[src/rtl/hash_msg_feeder_pkg.sv]
// Shared types and constants for the hash message feeder.
// Optional byte-length counter: HASH_FEED_LEN_CNT_EN (see hash_msg_feeder.sv).
package hash_feed_pkg;

  localparam int unsigned BYTE_W = 8;

  typedef enum logic [1:0] {
    IDLE = 2'd0,
    FEED = 2'd1,
    EOF  = 2'd2,
    DONE = 2'd3
  } feed_state_e;

endpackage

[src/rtl/hash_msg_feeder_if.sv]
// Byte/digest link between the message feeder (master) and the hash core (slave).
interface hash_msg_feeder_if #(
  parameter int unsigned DIGEST_W = 32
);
  import hash_feed_pkg::*;

  logic                F_dr;
  logic [BYTE_W-1:0]   F_data;
  logic                F_rtr;
  logic                End_of_File;
  logic                H_ready;
  logic [DIGEST_W-1:0] digest_in;

  modport master (
    output F_dr, F_data, End_of_File,
    input  F_rtr, H_ready, digest_in
  );

  modport slave (
    input  F_dr, F_data, End_of_File,
    output F_rtr, H_ready, digest_in
  );

endinterface

[src/rtl/hash_msg_feeder_fifo.sv]
// Show-ahead synchronous byte FIFO with synchronous flush.
// head always shows the oldest entry; it is meaningless while empty.
module hash_feed_fifo
  import hash_feed_pkg::*;
#(
  parameter int unsigned DEPTH = 16,
  parameter int unsigned W     = BYTE_W
) (
  input  logic         clk,
  input  logic         rst_n,
  input  logic         push,
  input  logic [W-1:0] din,
  input  logic         pop,
  input  logic         flush,
  output logic         full,
  output logic         empty,
  output logic [W-1:0] head
);

  localparam int unsigned AW = $clog2(DEPTH);

  logic [AW:0]  wr_ptr;
  logic [AW:0]  rd_ptr;
  logic [W-1:0] mem [DEPTH];
  logic         do_push;
  logic         do_pop;

  // Extra pointer MSB distinguishes full from empty when indices match.
  always_comb begin
    empty   = (wr_ptr == rd_ptr);
    full    = (wr_ptr[AW] != rd_ptr[AW]) && (wr_ptr[AW-1:0] == rd_ptr[AW-1:0]);
    do_push = push && !full && !flush;
    do_pop  = pop && !empty && !flush;
    head    = mem[rd_ptr[AW-1:0]];
  end

  // Pointer update; flush wins over push/pop.
  always_ff @(posedge clk or negedge rst_n) begin
    if (!rst_n) begin
      wr_ptr <= '0;
      rd_ptr <= '0;
    end else if (flush) begin
      wr_ptr <= '0;
      rd_ptr <= '0;
    end else begin
      if (do_push) wr_ptr <= wr_ptr + 1'b1;
      if (do_pop)  rd_ptr <= rd_ptr + 1'b1;
    end
  end

  // Storage write; contents need no reset since pointers gate visibility.
  always_ff @(posedge clk) begin
    if (do_push) mem[wr_ptr[AW-1:0]] <= din;
  end

endmodule

[src/rtl/hash_msg_feeder.sv]
// Message byte source for the hash control FSM: buffers upstream bytes, presents
// them over F_dr/F_rtr, raises End_of_File when exhausted and latches the digest.
// Define HASH_FEED_LEN_CNT_EN to enable the msg_len transfer counter.
module hash_msg_feeder
  import hash_feed_pkg::*;
#(
  parameter int unsigned FIFO_DEPTH = 16,
  parameter int unsigned DIGEST_W   = 32,
  parameter int unsigned LEN_W      = 16
) (
  input  logic                clk,
  input  logic                rst_n,
  input  logic                go,
  input  logic                in_valid,
  output logic                in_ready,
  input  logic [BYTE_W-1:0]   in_data,
  input  logic                in_last,
  input  logic                msg_close,
  output logic                hash_start,
  hash_msg_feeder_if.master   hif,
  output logic [DIGEST_W-1:0] digest_out,
  output logic                digest_valid,
  output logic [LEN_W-1:0]    msg_len
);

  feed_state_e       state;
  feed_state_e       state_nxt;
  logic              closed;
  logic              go_acc;
  logic              push;
  logic              pop;
  logic              fifo_full;
  logic              fifo_empty;
  logic [BYTE_W-1:0] fifo_head;

  hash_feed_fifo #(
    .DEPTH (FIFO_DEPTH),
    .W     (BYTE_W)
  ) u_fifo (
    .clk   (clk),
    .rst_n (rst_n),
    .push  (push),
    .din   (in_data),
    .pop   (pop),
    .flush (go_acc),
    .full  (fifo_full),
    .empty (fifo_empty),
    .head  (fifo_head)
  );

  // State register.
  always_ff @(posedge clk or negedge rst_n) begin
    if (!rst_n) state <= IDLE;
    else        state <= state_nxt;
  end

  // Next state and handshake outputs; all derive from registers only, so F_dr is glitch-free.
  always_comb begin
    state_nxt       = state;
    go_acc          = 1'b0;
    in_ready        = 1'b0;
    hif.F_dr        = 1'b0;
    hif.F_data      = '0;
    hif.End_of_File = 1'b0;
    case (state)
      IDLE: begin
        go_acc = go;
        if (go) state_nxt = FEED;
      end
      FEED: begin
        in_ready   = !fifo_full && !closed;
        hif.F_dr   = !fifo_empty;
        hif.F_data = fifo_empty ? '0 : fifo_head;
        if (closed && fifo_empty) state_nxt = EOF;
      end
      EOF: begin
        hif.End_of_File = 1'b1;
        if (hif.H_ready) state_nxt = DONE;
      end
      DONE: begin
        go_acc = go;
        if (go) state_nxt = FEED;
      end
      default: state_nxt = IDLE;
    endcase
    push = in_valid && in_ready;
    pop  = hif.F_dr && hif.F_rtr;
  end

  // Message control: start pulse, close flag and digest capture.
  always_ff @(posedge clk or negedge rst_n) begin
    if (!rst_n) begin
      hash_start   <= 1'b0;
      closed       <= 1'b0;
      digest_valid <= 1'b0;
      digest_out   <= '0;
    end else begin
      hash_start <= go_acc;
      if (go_acc) begin
        closed       <= 1'b0;
        digest_valid <= 1'b0;
      end else begin
        if (state == FEED && ((push && in_last) || msg_close)) closed <= 1'b1;
        if (state == EOF && hif.H_ready) begin
          digest_valid <= 1'b1;
          digest_out   <= hif.digest_in;
        end
      end
    end
  end

`ifdef HASH_FEED_LEN_CNT_EN
  // Saturating count of bytes handed to the hash core this message.
  always_ff @(posedge clk or negedge rst_n) begin
    if (!rst_n)                      msg_len <= '0;
    else if (go_acc)                 msg_len <= '0;
    else if (pop && (msg_len != '1)) msg_len <= msg_len + 1'b1;
  end
`else
  assign msg_len = '0;
`endif

endmodule

[src/flat_wrapper.sv]
// flat-port wrapper written by rule: the top's interface ports become plain ports
module hash_msg_feeder_flat import hash_feed_pkg::*;
#(
  parameter int unsigned FIFO_DEPTH = 16,
  parameter int unsigned DIGEST_W   = 32,
  parameter int unsigned LEN_W      = 16
)
  (clk, rst_n, go, in_valid, in_ready, in_data, in_last, msg_close, hash_start, digest_out, digest_valid, msg_len, hif_F_dr, hif_F_data, hif_End_of_File, hif_F_rtr, hif_H_ready, hif_digest_in);
  hash_msg_feeder_if #(.DIGEST_W(DIGEST_W)) hif_i ();
  input  logic clk;
  input  logic rst_n;
  input  logic go;
  input  logic in_valid;
  output logic in_ready;
  input  logic [BYTE_W-1:0] in_data;
  input  logic in_last;
  input  logic msg_close;
  output logic hash_start;
  output logic [DIGEST_W-1:0] digest_out;
  output logic digest_valid;
  output logic [LEN_W-1:0] msg_len;
  output wire logic [$bits(hif_i.F_dr)-1:0] hif_F_dr;
  output wire logic [$bits(hif_i.F_data)-1:0] hif_F_data;
  output wire logic [$bits(hif_i.End_of_File)-1:0] hif_End_of_File;
  input wire logic [$bits(hif_i.F_rtr)-1:0] hif_F_rtr;
  input wire logic [$bits(hif_i.H_ready)-1:0] hif_H_ready;
  input wire logic [$bits(hif_i.digest_in)-1:0] hif_digest_in;
  assign hif_F_dr = hif_i.F_dr;
  assign hif_F_data = hif_i.F_data;
  assign hif_End_of_File = hif_i.End_of_File;
  assign hif_i.F_rtr = hif_F_rtr;
  assign hif_i.H_ready = hif_H_ready;
  assign hif_i.digest_in = hif_digest_in;
  hash_msg_feeder #(.FIFO_DEPTH(FIFO_DEPTH), .DIGEST_W(DIGEST_W), .LEN_W(LEN_W)) u_core (.clk(clk), .rst_n(rst_n), .go(go), .in_valid(in_valid), .in_ready(in_ready), .in_data(in_data), .in_last(in_last), .msg_close(msg_close), .hash_start(hash_start), .hif(hif_i), .digest_out(digest_out), .digest_valid(digest_valid), .msg_len(msg_len));
endmodule
[config.mk]
export PLATFORM = sky130hd
export DESIGN_NAME = hash_msg_feeder_flat
export DESIGN_NICKNAME = d
export VERILOG_FILES = /design/src/rtl/hash_msg_feeder_pkg.sv /design/src/rtl/hash_msg_feeder_if.sv /design/src/rtl/hash_msg_feeder_fifo.sv /design/src/rtl/hash_msg_feeder.sv /design/src/flat_wrapper.sv
export SDC_FILE = /design/constraint.sdc
export NUM_CORES = 1
export LEC_CHECK = 0
export CORE_ASPECT_RATIO = 2
export CORE_MARGIN = 5
export CORE_UTILIZATION = 50
export DETAILED_ROUTE_END_ITERATION = 7
export PLACE_DENSITY = 0.78
export SYNTH_ARGS = -nofsm -noshare
export SYNTH_HDL_FRONTEND = slang
export SYNTH_SLANG_ARGS = --single-unit
export TNS_END_PERCENT = 100
[constraint.sdc]
create_clock -name clk -period 6 [get_ports clk]
set_input_delay 1.2 -clock clk [delete_from_list [all_inputs] [get_ports clk]]
set_output_delay 1.2 -clock clk [all_outputs]
set_load 0.05 [all_outputs]
==> metrics.md <==
| Metric | Value |
|---|---|
| Status | `completed` |
| Vias in the first global route | `4,268` |
| Grt met2 use | `33.2%` |
| Minimum clock period | `4.47 ns` |
| Crit path max fanout | `22` |
| Die Span Y | `180 µm` |
| Vias post-DR | `3,891` |
| FF-to-FF Start | `u_core.u_fifo.rd_ptr[1]` |
| Top-count cell post-synth | `edfxtp_1` |
| Placed cells | `669` |
| Sequential cell area | `5020 µm²` |
| Area contributors post-synth | `edfxtp_1 (53%), dfrtp_1 (16%), mux4_2 (10%), mux2_2 (4.7%), buf_4 (2.3%)` |
| Post-detailed-route count of antenna-violating nets | `0` |
| Share of Yosys cell area claimed by the top area cell type | `53.1%` |
| CTS buffer count | `17` |
| Final Hold Viols | `0` |
| Synth warnings | `0` |
| Core area | `14,300 µm²` |
| Post-Layout Cell Count | `701` |
| Min-Delay Path Class | `reg2reg` |
| Clk buf depth | `2` |
| Violation count after the first detailed-route iteration | `223` |
| Area Overhead vs Synth | `22.2%` |
| First-pass GRT wire length | `23,800 µm` |
| Clock group share of total power | `25.5%` |
| Clk sinks | `175` |
| Post_cts resized | `0` |
| CP required | `4.80 ns` |
| Worst-path clk slew | `0.07 ns` |
| Final GP Congestion | `0.819` |
| Antenna fix cells | `0` |
| Clk_lat worst skew | `0.43 ns` |
| Flop pwr share | `37.3%` |
| Flip-flop and latch count after synthesis | `175` |
| Share of cells above drive strength 1 | `22.4%` |
| Worst setup EP type | `output port` |
| Cell-internal power | `2640 µW` |
| Syn Std Cell Area | `7240 µm²` |
| Detailed-route DRC error count | `0` |
| DP Wirelength | `11,000 µm` |
| Final setup fails | `0` |
| Number of synthesized flops with an enable pin | `128` |
| GR Layer Usage met3 | `5.73%` |
| Drt via density | `5.55` |
| Die width | `95.1 µm` |
| Commonest cells in the netlist | `edfxtp_1 (128), dfrtp_1 (47), mux4_2 (32), mux2_2 (30), buf_4 (22)` |
| Hold buffer count at CTS | `0` |
| Nets@finish | `552` |
| Sw frac | `38.2%` |
| Slew Limit Fails | `0` |
| Starting Density | `50.7%` |
| P_leak | `0.00312 µW` |
| DR WL/cell | `21.7 µm` |
| PD cells | `483 nW/µm²` |
| Slew HR | `28.1%` |
| Clock root buffer | `clkbuf_16` |
| Number of post-CTS setup repair buffers | `0` |
| Io pins | `109` |
| Max H-tree Level | `4` |
| Tot GR Track Use | `19.0%` |
| Mean post-synth cell area | `17.9 µm²` |
| DR pass1 iterations | `4` |
| Setup Crit Path Kind | `reg2out` |
| Pin count of the biggest net entering global routing | `48` |
| Cells on worst reg2reg path | `4` |
| PortBufs | `92` |
| Sequential share of the synthesized area | `69.4%` |
| Synth area leader | `edfxtp_1` |
| Routed wire length | `15,200 µm` |
| CTS tree | `yes` |
| Fill count | `1,060` |
| Initial antenna violation count | `0` |
| Crit path arrival time | `3.27 ns` |
| Die area | `17,100 µm²` |
| M1 GR Usage | `20.4%` |
| Distinct cells, synth | `40` |
| Worst-Margin Slew | `1.08 ns` |
| # Max-Cap Violations | `0` |
| Synth Flop Type | `edfxtp_1` |
| Logic gate share of total power | `37.1%` |
| Async SR Flop Fraction | `26.9%` |
| Hold_sp | `u_core.digest_out[22]` |
| Multi-input logic area | `2000 µm²` |
| GRT Max-Usage Layer | `met2` |
| Final Cycle Share | `74.4%` |
| Critical Path Source | `u_core.u_fifo.rd_ptr[0]` |
| Syn Inst Count | `404` |
| Max Clk Rate | `224 MHz` |
| Rows | `62` |
| TNS Setup | `0 ns` |
| Clock skew | `0.0141 ns` |
| CP Launch Type | `flop` |
| Switching component of the power | `1630 µW` |
| Gr ovfl total | `0` |
| Hold Path Depth | `1` |
| Max IR drop VDD | `0.411 mV` |
| RSZ-0062 raised after global routing | `false` |
metal layers:
metal  share of wire, %  routed length, µm
met3                6.6               1000
met2                 56               8530
met1                 34               5130
met4                3.5                535
met5                  0                  0
worst max-delay path, cell delays in order (launching register included):
cell             delay, ns
dfrtp_2               0.86
buf_4                 0.42
mux4_2                0.56
o22ai_1               0.19
nor3_1                0.09
clkdlybuf4s50_1       0.72
layout by cell type, fill, tap and decap left out, types with 9 or more instances in the layout:
cell               n
edfxtp_1         128
clkdlybuf4s50_1   91
dfrtp_1           46
mux4_2            32
mux2_2            30
clkbuf_16         17
o22ai_1           16
conb_1            16
and3_1            15
nor2_1            11
nor3_1            10
nand2_1            9
state kept, by name, summed over array words and instances (netlist names):
signal,flops
u_core.closed,1
u_core.u_fifo.rd_ptr,5
u_core.state,2
u_core.u_fifo.wr_ptr,5
u_core.hash_start,1
u_core.digest_valid,1
u_core.u_fifo.mem,128
u_core.digest_out,32
power by group through the flow:
stage	combinational, µW	sequential [µW]	clock [µW]
2_1_floorplan	798	1960	0
3_3_place_gp	1570	1610	0
3_5_place_dp	1590	1620	0
4_1_cts	1600	1600	1110
5_1_grt	1680	1620	1170
6_report	1580	1590	1090
path summary, 6_finish.rpt:
check | end | slack (ns)
worst max-delay path | hif_F_data[3] | 1.53
max in group asynchronous | u_core.u_fifo.rd_ptr[0] | 4.34
worst min register to register | u_core.digest_out[22] | 0.49
worst max register to register | u_core.u_fifo.mem[9][6] | 3.05
worst min-delay path | u_core.digest_out[22] | 0.49
min in group asynchronous | u_core.digest_out[10] | 0.95
layout make-up:
type                       count  area share (%)
sequential                   175            56.8
multi-input combinational    199            22.6
timing repair buffer          96            10.7
clock buffer                  17            4.81
tap                          192            2.72
clock inverter                15            2.07
inverter                       7           0.297
stage by stage:
stage	hold WS, ns	setup WS [ns]	total power (µW)	util (%)	instance area [µm²]
final	0.493	1.53	4270	62.0	8840
after global routing	0.525	1.32	4470	62.0	8840
after CTS	0.497	1.47	4310	62.0	8840
after detailed placement	0.485	1.95	3220	57.7	8240
after global placement	0.473	2.00	3180	57.7	8240
after floorplan	0.529	2.61	2760	-	7290
logic make-up (layout without fill, tap and decap cells):
kind of cell,Yosys count,count (layout),share of synthesized area [%]
buf+inv,45,135,3.82
fa+ha+maj,8,8,1.38
compound gates,31,31,3.41
simple gates,64,64,4.72
other cells,1,16,0.0518
flops,175,175,69.4
mux,68,68,15.5
xor+xnor,12,12,1.76
No activity file was read; power rests on OpenSTA's default activity.
